**config.mk**
```make
export PLATFORM = sky130hd
export DESIGN_NAME = mem_port_arbiter
export DESIGN_NICKNAME = d
export VERILOG_FILES = /design/src/rtl/mem_port_arbiter.sv
export SDC_FILE = /design/constraint.sdc
export NUM_CORES = 1
export LEC_CHECK = 0
export ABC_AREA = 1
export BUFFER_PORTS_ARGS = -buffer_cell sky130_fd_sc_hd__clkbuf_2
export CAP_MARGIN = 5
export CORE_AREA = 5 5 140 142
export DETAILED_ROUTE_END_ITERATION = 10
export DIE_AREA = 0 0 145 147
export PLACE_DENSITY = 0.77
export SYNTH_ARGS = -nofsm -noshare
export SYNTH_HDL_FRONTEND = slang
export SYNTH_SLANG_ARGS = --single-unit
```
**constraint.sdc**
```tcl
create_clock -name clk -period 3.8 [get_ports clk]
set_input_delay 0.19 -clock clk [delete_from_list [all_inputs] [get_ports clk]]
set_output_delay 0.19 -clock clk [all_outputs]
set_load 0.05 [all_outputs]
```
**src/rtl/mem_port_arbiter.sv**
```systemverilog
// mem_port_arbiter: shares one memory port between instruction fetch and data access
//   clk, rst_n                        clock, async active-low reset
//   if_req/if_addr -> if_ack          fetch read request and completion pulse
//   d_req/d_we/d_addr/d_wdata -> d_ack data load/store request and completion pulse
//   rdata, err                        response data and timeout flag, valid with an ack
//   mem_req/mem_we/mem_addr/mem_wdata memory request side, held stable while BUSY
//   mem_ready/mem_rdata               memory completion and read data
module mem_port_arbiter #(
  parameter int ADDR_W   = 32,
  parameter int DATA_W   = 64,
  parameter int DATA_MAX = 4,
  parameter int TIMEOUT  = 16
) (
  input  logic              clk,
  input  logic              rst_n,
  input  logic              if_req,
  input  logic [ADDR_W-1:0] if_addr,
  output logic              if_ack,
  input  logic              d_req,
  input  logic              d_we,
  input  logic [ADDR_W-1:0] d_addr,
  input  logic [DATA_W-1:0] d_wdata,
  output logic              d_ack,
  output logic [DATA_W-1:0] rdata,
  output logic              err,
  output logic              mem_req,
  output logic              mem_we,
  output logic [ADDR_W-1:0] mem_addr,
  output logic [DATA_W-1:0] mem_wdata,
  input  logic              mem_ready,
  input  logic [DATA_W-1:0] mem_rdata
);
  localparam int WW = $clog2(TIMEOUT + 1);
  localparam int SW = $clog2(DATA_MAX + 1);
  localparam logic [WW-1:0] TO_LAST = WW'(TIMEOUT - 1);
  localparam logic [SW-1:0] S_MAX = SW'(DATA_MAX);
  typedef enum logic [1:0] {IDLE, BUSY, RESP} state_t;
  state_t state;
  logic own_d;
  logic [WW-1:0] wait_cnt;
  logic [SW-1:0] starve_cnt;
  logic gnt_d;
  // data wins unless fetch has already waited through DATA_MAX data grants
  assign gnt_d = d_req && !(if_req && starve_cnt == S_MAX);
  // decoded from state only, so an async reset drops mem_req at once
  assign mem_req = state == BUSY;
  assign if_ack = state == RESP && !own_d;
  assign d_ack = state == RESP && own_d;
  always_ff @(posedge clk or negedge rst_n) begin
    if (!rst_n) begin
      state      <= IDLE;
      own_d      <= 1'b0;
      wait_cnt   <= '0;
      starve_cnt <= '0;
      mem_we     <= 1'b0;
      mem_addr   <= '0;
      mem_wdata  <= '0;
      rdata      <= '0;
      err        <= 1'b0;
    end else begin
      case (state)
        IDLE: if (if_req || d_req) begin
          state      <= BUSY;
          own_d      <= gnt_d;
          wait_cnt   <= '0;
          mem_addr   <= gnt_d ? d_addr : if_addr;
          mem_we     <= gnt_d && d_we;
          mem_wdata  <= gnt_d ? d_wdata : '0;
          starve_cnt <= (gnt_d && if_req) ? (starve_cnt == S_MAX ? S_MAX : starve_cnt + 1'b1) : '0;
        end
        BUSY: if (mem_ready) begin
          rdata <= mem_we ? '0 : mem_rdata;
          err   <= 1'b0;
          state <= RESP;
        end else if (wait_cnt == TO_LAST) begin
          rdata <= '0;
          err   <= 1'b1;
          state <= RESP;
        end else begin
          wait_cnt <= wait_cnt + 1'b1;
        end
        RESP: state <= IDLE;
        default: state <= IDLE;
      endcase
    end
  end
endmodule

```
Yosys cells after proc, flatten, opt, wreduce, memory -nomap -nowiden
Cells that the tools add are included.
{"block": "word_totals", "register_bits": 173, "output_inout_bits": 165}
{"block": "op_classes", "n_reduce_logical": 16, "muxes": 17, "n_eq_ne": 8, "addsub": 2}
{"cell": "$mux W64", "count": 4}
{"cell": "$mux W32", "count": 1}
{"cell": "$mux W5", "count": 3}
{"cell": "$pmux W5 S2", "count": 1}
{"cell": "$logic_and A1 B1 Y1", "count": 6}
{"cell": "$mux W2", "count": 3}
{"cell": "$mux W3", "count": 2}
{"cell": "$ne A2 B2 Y1 const B", "count": 3}
{"cell": "$reduce_and A2 Y1", "count": 3}
{"cell": "$add A5 B1 Y5 const B", "count": 1}
{"cell": "$eq A5 B4 Y1 const B", "count": 1}
{"cell": "$pmux W2 S2", "count": 1}
{"cell": "$reduce_and A4 Y1", "count": 1}
{"cell": "$reduce_bool A2 Y1", "count": 2}
{"cell": "$add A3 B1 Y3 const B", "count": 1}
{"cell": "$eq A3 B3 Y1 const B", "count": 1}
{"cell": "$ne A3 B1 Y1 const B", "count": 1}
{"cell": "$eq A2 B1 Y1 const B", "count": 1}
{"cell": "$eq A2 B2 Y1 const B", "count": 1}
{"cell": "$logic_not A1 Y1", "count": 2}
{"cell": "$logic_not A2 Y1", "count": 1}
{"cell": "$mux W1", "count": 2}
{"cell": "$logic_or A1 B1 Y1", "count": 1}

Longest topological paths before layout
{"block": "depth", "depth_word": 6, "depth_mapped": 11, "ltp_nobuf": 9}

Least setup slack after synthesis
Ideal clock, no wire load.
{"block": "synth_timing", "kind": "flip-flop to output port", "startpoint": "reg state[0]", "endpoint": "out if_ack", "path_slack_ps": 2124, "stages_incl_launch_ff": 2, "t_required_ps": 3610, "arrival_time_ps": 1486, "path_buffers": 0, "cell_sequence": "dfrtp_1 > nor3_1"}
{"block": "synth_between", "elab_chain_len": 2}
{"item": "start, declared", "line_no": "38", "text": "state_t state;"}
{"item": "start signal, assigned", "line_no": "51", "text": "state <= IDLE;"}
{"item": "start signal, assigned", "line_no": "63", "text": "state <= BUSY;"}
{"item": "start signal, assigned", "line_no": "74", "text": "state <= RESP;"}
{"item": "$eq A2 B2 Y1", "line_no": "47", "text": "assign if_ack = state == RESP && !own_d;"}
{"item": "$logic_and A1 B1 Y1", "line_no": "47"}
{"item": "end, declared", "line_no": "18", "text": "output logic if_ack,"}
No other way between the ends.

Worst setup path after layout
{"block": "layout_timing", "startpoint": "reg starve_cnt[0]", "endpoint": "reg mem_wdata[6]"}
{"block": "layout_between", "elab_chain_len": 5}
{"item": "start, declared", "line_no": "41", "text": "logic [SW-1:0] starve_cnt;"}
{"item": "start signal, assigned", "line_no": "69", "text": "starve_cnt <= (gnt_d && if_req) ? (starve_cnt == S_MAX ? S_MAX : starve_cnt + 1'b1) : '0;"}
{"item": "$eq A3 B3 Y1", "line_no": "44", "text": "assign gnt_d = d_req && !(if_req && starve_cnt == S_MAX);"}
{"item": "$logic_and A1 B1 Y1", "line_no": "44"}
{"item": "$logic_not A1 Y1", "line_no": "44"}
{"item": "$logic_and A1 B1 Y1", "line_no": "44"}
{"item": "$mux W64", "line_no": "68", "text": "mem_wdata <= gnt_d ? d_wdata : '0;"}
{"item": "end signal, assigned", "line_no": "68"}
{"item": "end, declared", "line_no": "29", "text": "output logic [DATA_W-1:0] mem_wdata,"}
No other way between the ends.
A chain may end at the register's enable or synchronous reset.

==> flow_metrics.env <==
export IMPL_status="complete, no violations"
export IMPL_synthAdderAreaFrac=0.00674
export IMPL_rows=50
export IMPL_avgSynthCellArea_um2=8.17
export IMPL_power_frac_seq=0.303
export IMPL_clock_sinks=173
export IMPL_seq_area_um2=4330
export IMPL_synthArstFlopShare=1.00
export IMPL_drcViolationCount=0
export IMPL_cts_htree_levels=4
export IMPL_synth_compound_area_frac=0.00624
export IMPL_cts_tree="yes"
export IMPL_setup_tns_ps=0
export IMPL_start_util=0.405
export IMPL_grt_max_degree=108
export IMPL_arrival_ps=3140
export IMPL_crit_required_ps=4160
export IMPL_dp_hpwl_um=15600
export IMPL_synth_flop_cell="dfrtp_1"
export IMPL_clockBufferDepth=2
export IMPL_p_total_w=0.0107
export IMPL_synth_top_family_by_area="simple AND/OR/NAND/NOR gates"
export IMPL_synth_simple_area_share=0.328
export IMPL_clk_pin_slew_ps=70
export IMPL_rsz0062_at_grt="no"
export IMPL_chipWidth_um=145
export IMPL_die_area_um2=21300
export IMPL_synth_xor_area_frac=0
export IMPL_drv_slew=0
export IMPL_maxSlewHeadroom=0.290
export IMPL_finalWirelength_um=23300
export IMPL_p_leak_nw=6.47
export IMPL_clkLatencyLatePin_ps=420
export IMPL_synth_mux_area_frac=0
export IMPL_drt_iter0_drc=394
export IMPL_routedWlPerCell_um=14.7
export IMPL_power_switching_fraction=0.552
export IMPL_final_hold_viol_count=0
export IMPL_maxCapViolCount=0
export IMPL_synth_cell_types=19
export IMPL_critPathCaptureType="flop"
export IMPL_drt_pass1_iter_count=5
export IMPL_p_sw_w=0.00589
export IMPL_first_global_vias=7749
export IMPL_p_int_w=0.00478
export IMPL_synth_edf_count=0
export IMPL_antenna_found_initial=1
export IMPL_yosys_area_top_type="dfrtp_1"
export IMPL_fin_worst_skew_ps=11.5
export IMPL_die_h_um=147
export IMPL_drive_gt1_frac=0.303
export IMPL_n_fill_cell=1555
export IMPL_grt_overflow=0
export IMPL_period_needed_ps=2780
export IMPL_synth_seq_area_share=0.583
export IMPL_power_share_clock=0.158
export IMPL_r2r_setup_slack_ps=1020
export IMPL_cp_start_kind="flop"
export IMPL_io_buffers=362
export IMPL_syn_to_final_growth_pct=46.4
export IMPL_synthTopCellsByCount="nand2_1 (439), dfrtp_1 (173), nand3_1 (136)"
export IMPL_power_density_nw_per_um2=982
export IMPL_p_comb_frac=0.539
export IMPL_ys_warn_count=0
export IMPL_synth_seq_cells=173
export IMPL_coreArea_um2=18300
export IMPL_ios=363
export IMPL_nNetsFinal=1541
export IMPL_synth_cells=908
export IMPL_ant_nets=0
export IMPL_synthTopCellsByArea="dfrtp_1 (58%), nand2_1 (22%), nand3_1 (9.2%)"
export IMPL_dp_slack_ps=1080
export IMPL_cts_root_buf="clkbuf_16"
export IMPL_syn_num_nets=1110
export IMPL_worst_pin_slew_ps=1060
export IMPL_multi_input_area_um2=2550
export IMPL_fin_crit_sh=0.733
export IMPL_vias_per_cell=4.79
export IMPL_peakVddDrop_v=0.000652
export IMPL_netlist_area_leader_share=0.583
export IMPL_grt_pass1_wl_um=38300
export IMPL_vias=7600
export IMPL_crit_type="flop to flop"
export IMPL_syn_area_um2=7420
export IMPL_grt_usage=0.216
export IMPL_synth_most_common_cell="nand2_1"
export IMPL_hold_class="primary input to flop"
export IMPL_gp_congestion=0.828
export IMPL_clock_fmax_mhz=359
export IMPL_finalSetupViolations=0
export IMPL_cts_buffers=17
export IMPL_crit_path_max_fanout=65
export IMPL_fin_ws_ps=1020
==> power by group through the flow <==
stage | Clock [W] | Combinational (W) | Sequential, W
2_1_floorplan | 0 | 0.00139 | 0.00606
3_3_place_gp | 0 | 0.00561 | 0.00321
5_1_grt | 0.00180 | 0.00611 | 0.00333
4_1_cts | 0.00173 | 0.00576 | 0.00322
6_report | 0.00169 | 0.00575 | 0.00323
3_5_place_dp | 0 | 0.00569 | 0.00322
==> layout by cell type, fill, tap and decap left out, drive strengths merged <==
master         n
inv           84
nand3        137
a21oi          1
dfrtp        173
nor2          12
nand2        440
nand4          3
clkinv         3
buf           10
o21ai          6
and3           1
dlygate4sd3   92
ha             4
clkinvlp       4
diode          1
nor3           2
clkbuf       380
==> metrics by stage <==
step	hold slack (ps)	std cells	util	cell area (um^2)
6_report	14.0	1587	0.593	10900
5_1_grt	10.7	1587	0.593	10900
4_1_cts	0.324	1586	0.593	10900
3_5_place_dp	46.6	1462	0.511	9370
3_3_place_gp	45.2	1462	0.511	9370
2_1_floorplan	-106	908	-	7420
==> worst max-delay path, cell delays in order (launching register included) <==
cell	delay (ps)
dfrtp_1	370
inv_1	60
ha_1	220
nand3_2	450
nand2_2	540
nor2_4	210
buf_4	550
nand2_1	160
nand2_1	110
==> layer usage <==
metal	vias up	share of wire	GRT usage
met5	-	0	0
met4	0	0.031	0.0843
met3	58	0.078	0.0531
met2	365	0.50	0.364
met1	3526	0.39	0.268
li1	3651	-	-
==> flip-flops by register name (all words and copies together) (netlist names) <==
name,count
err,1
mem_wdata,64
starve_cnt,3
mem_we,1
own_d,1
mem_addr,32
wait_cnt,5
state,2
rdata,64
==> final timing paths <==
| check | from | endpoint | cells after the start |
|---|---|---|---|
| max | starve_cnt[0] | mem_wdata[6] | 8 |
| min | mem_rdata[10] | rdata[10] | 3 |
| max reg2reg | starve_cnt[0] | mem_wdata[6] | 8 |
| min reg2reg | rdata[43] | rdata[43] | 2 |
| max in group asynchronous | rst_n | mem_wdata[21] | 3 |
| min in group asynchronous | rst_n | rdata[42] | 2 |
==> cells by family (layout without fill, tap and decap cells) <==
family                     Yosys count  in the layout
buffers and inverters              129            573
and+or+nand+nor                    595            595
other                                0              1
adders and majority gates            4              4
AOI/OAI and AO/OA                    7              7
DFF                                173            173
==> cell type report <==
type	instances	share of cell area
multi-input cells	606	0.234
repair buffers	463	0.261
flip-flops and latches	173	0.398
well taps	234	0.0269
clock inverters	13	0.0119
diodes	1	0.000230
clock buffers	19	0.0408
inverters	78	0.0269
==> timing repair <==
item,4_1_cts,5_1_grt
hold buffers,92,0
gates resized for setup,0,0
hold endpoints to repair,119,0
buffers inserted,0,0
setup endpoints to repair,0,0
(Power assumes the default switching activity.)
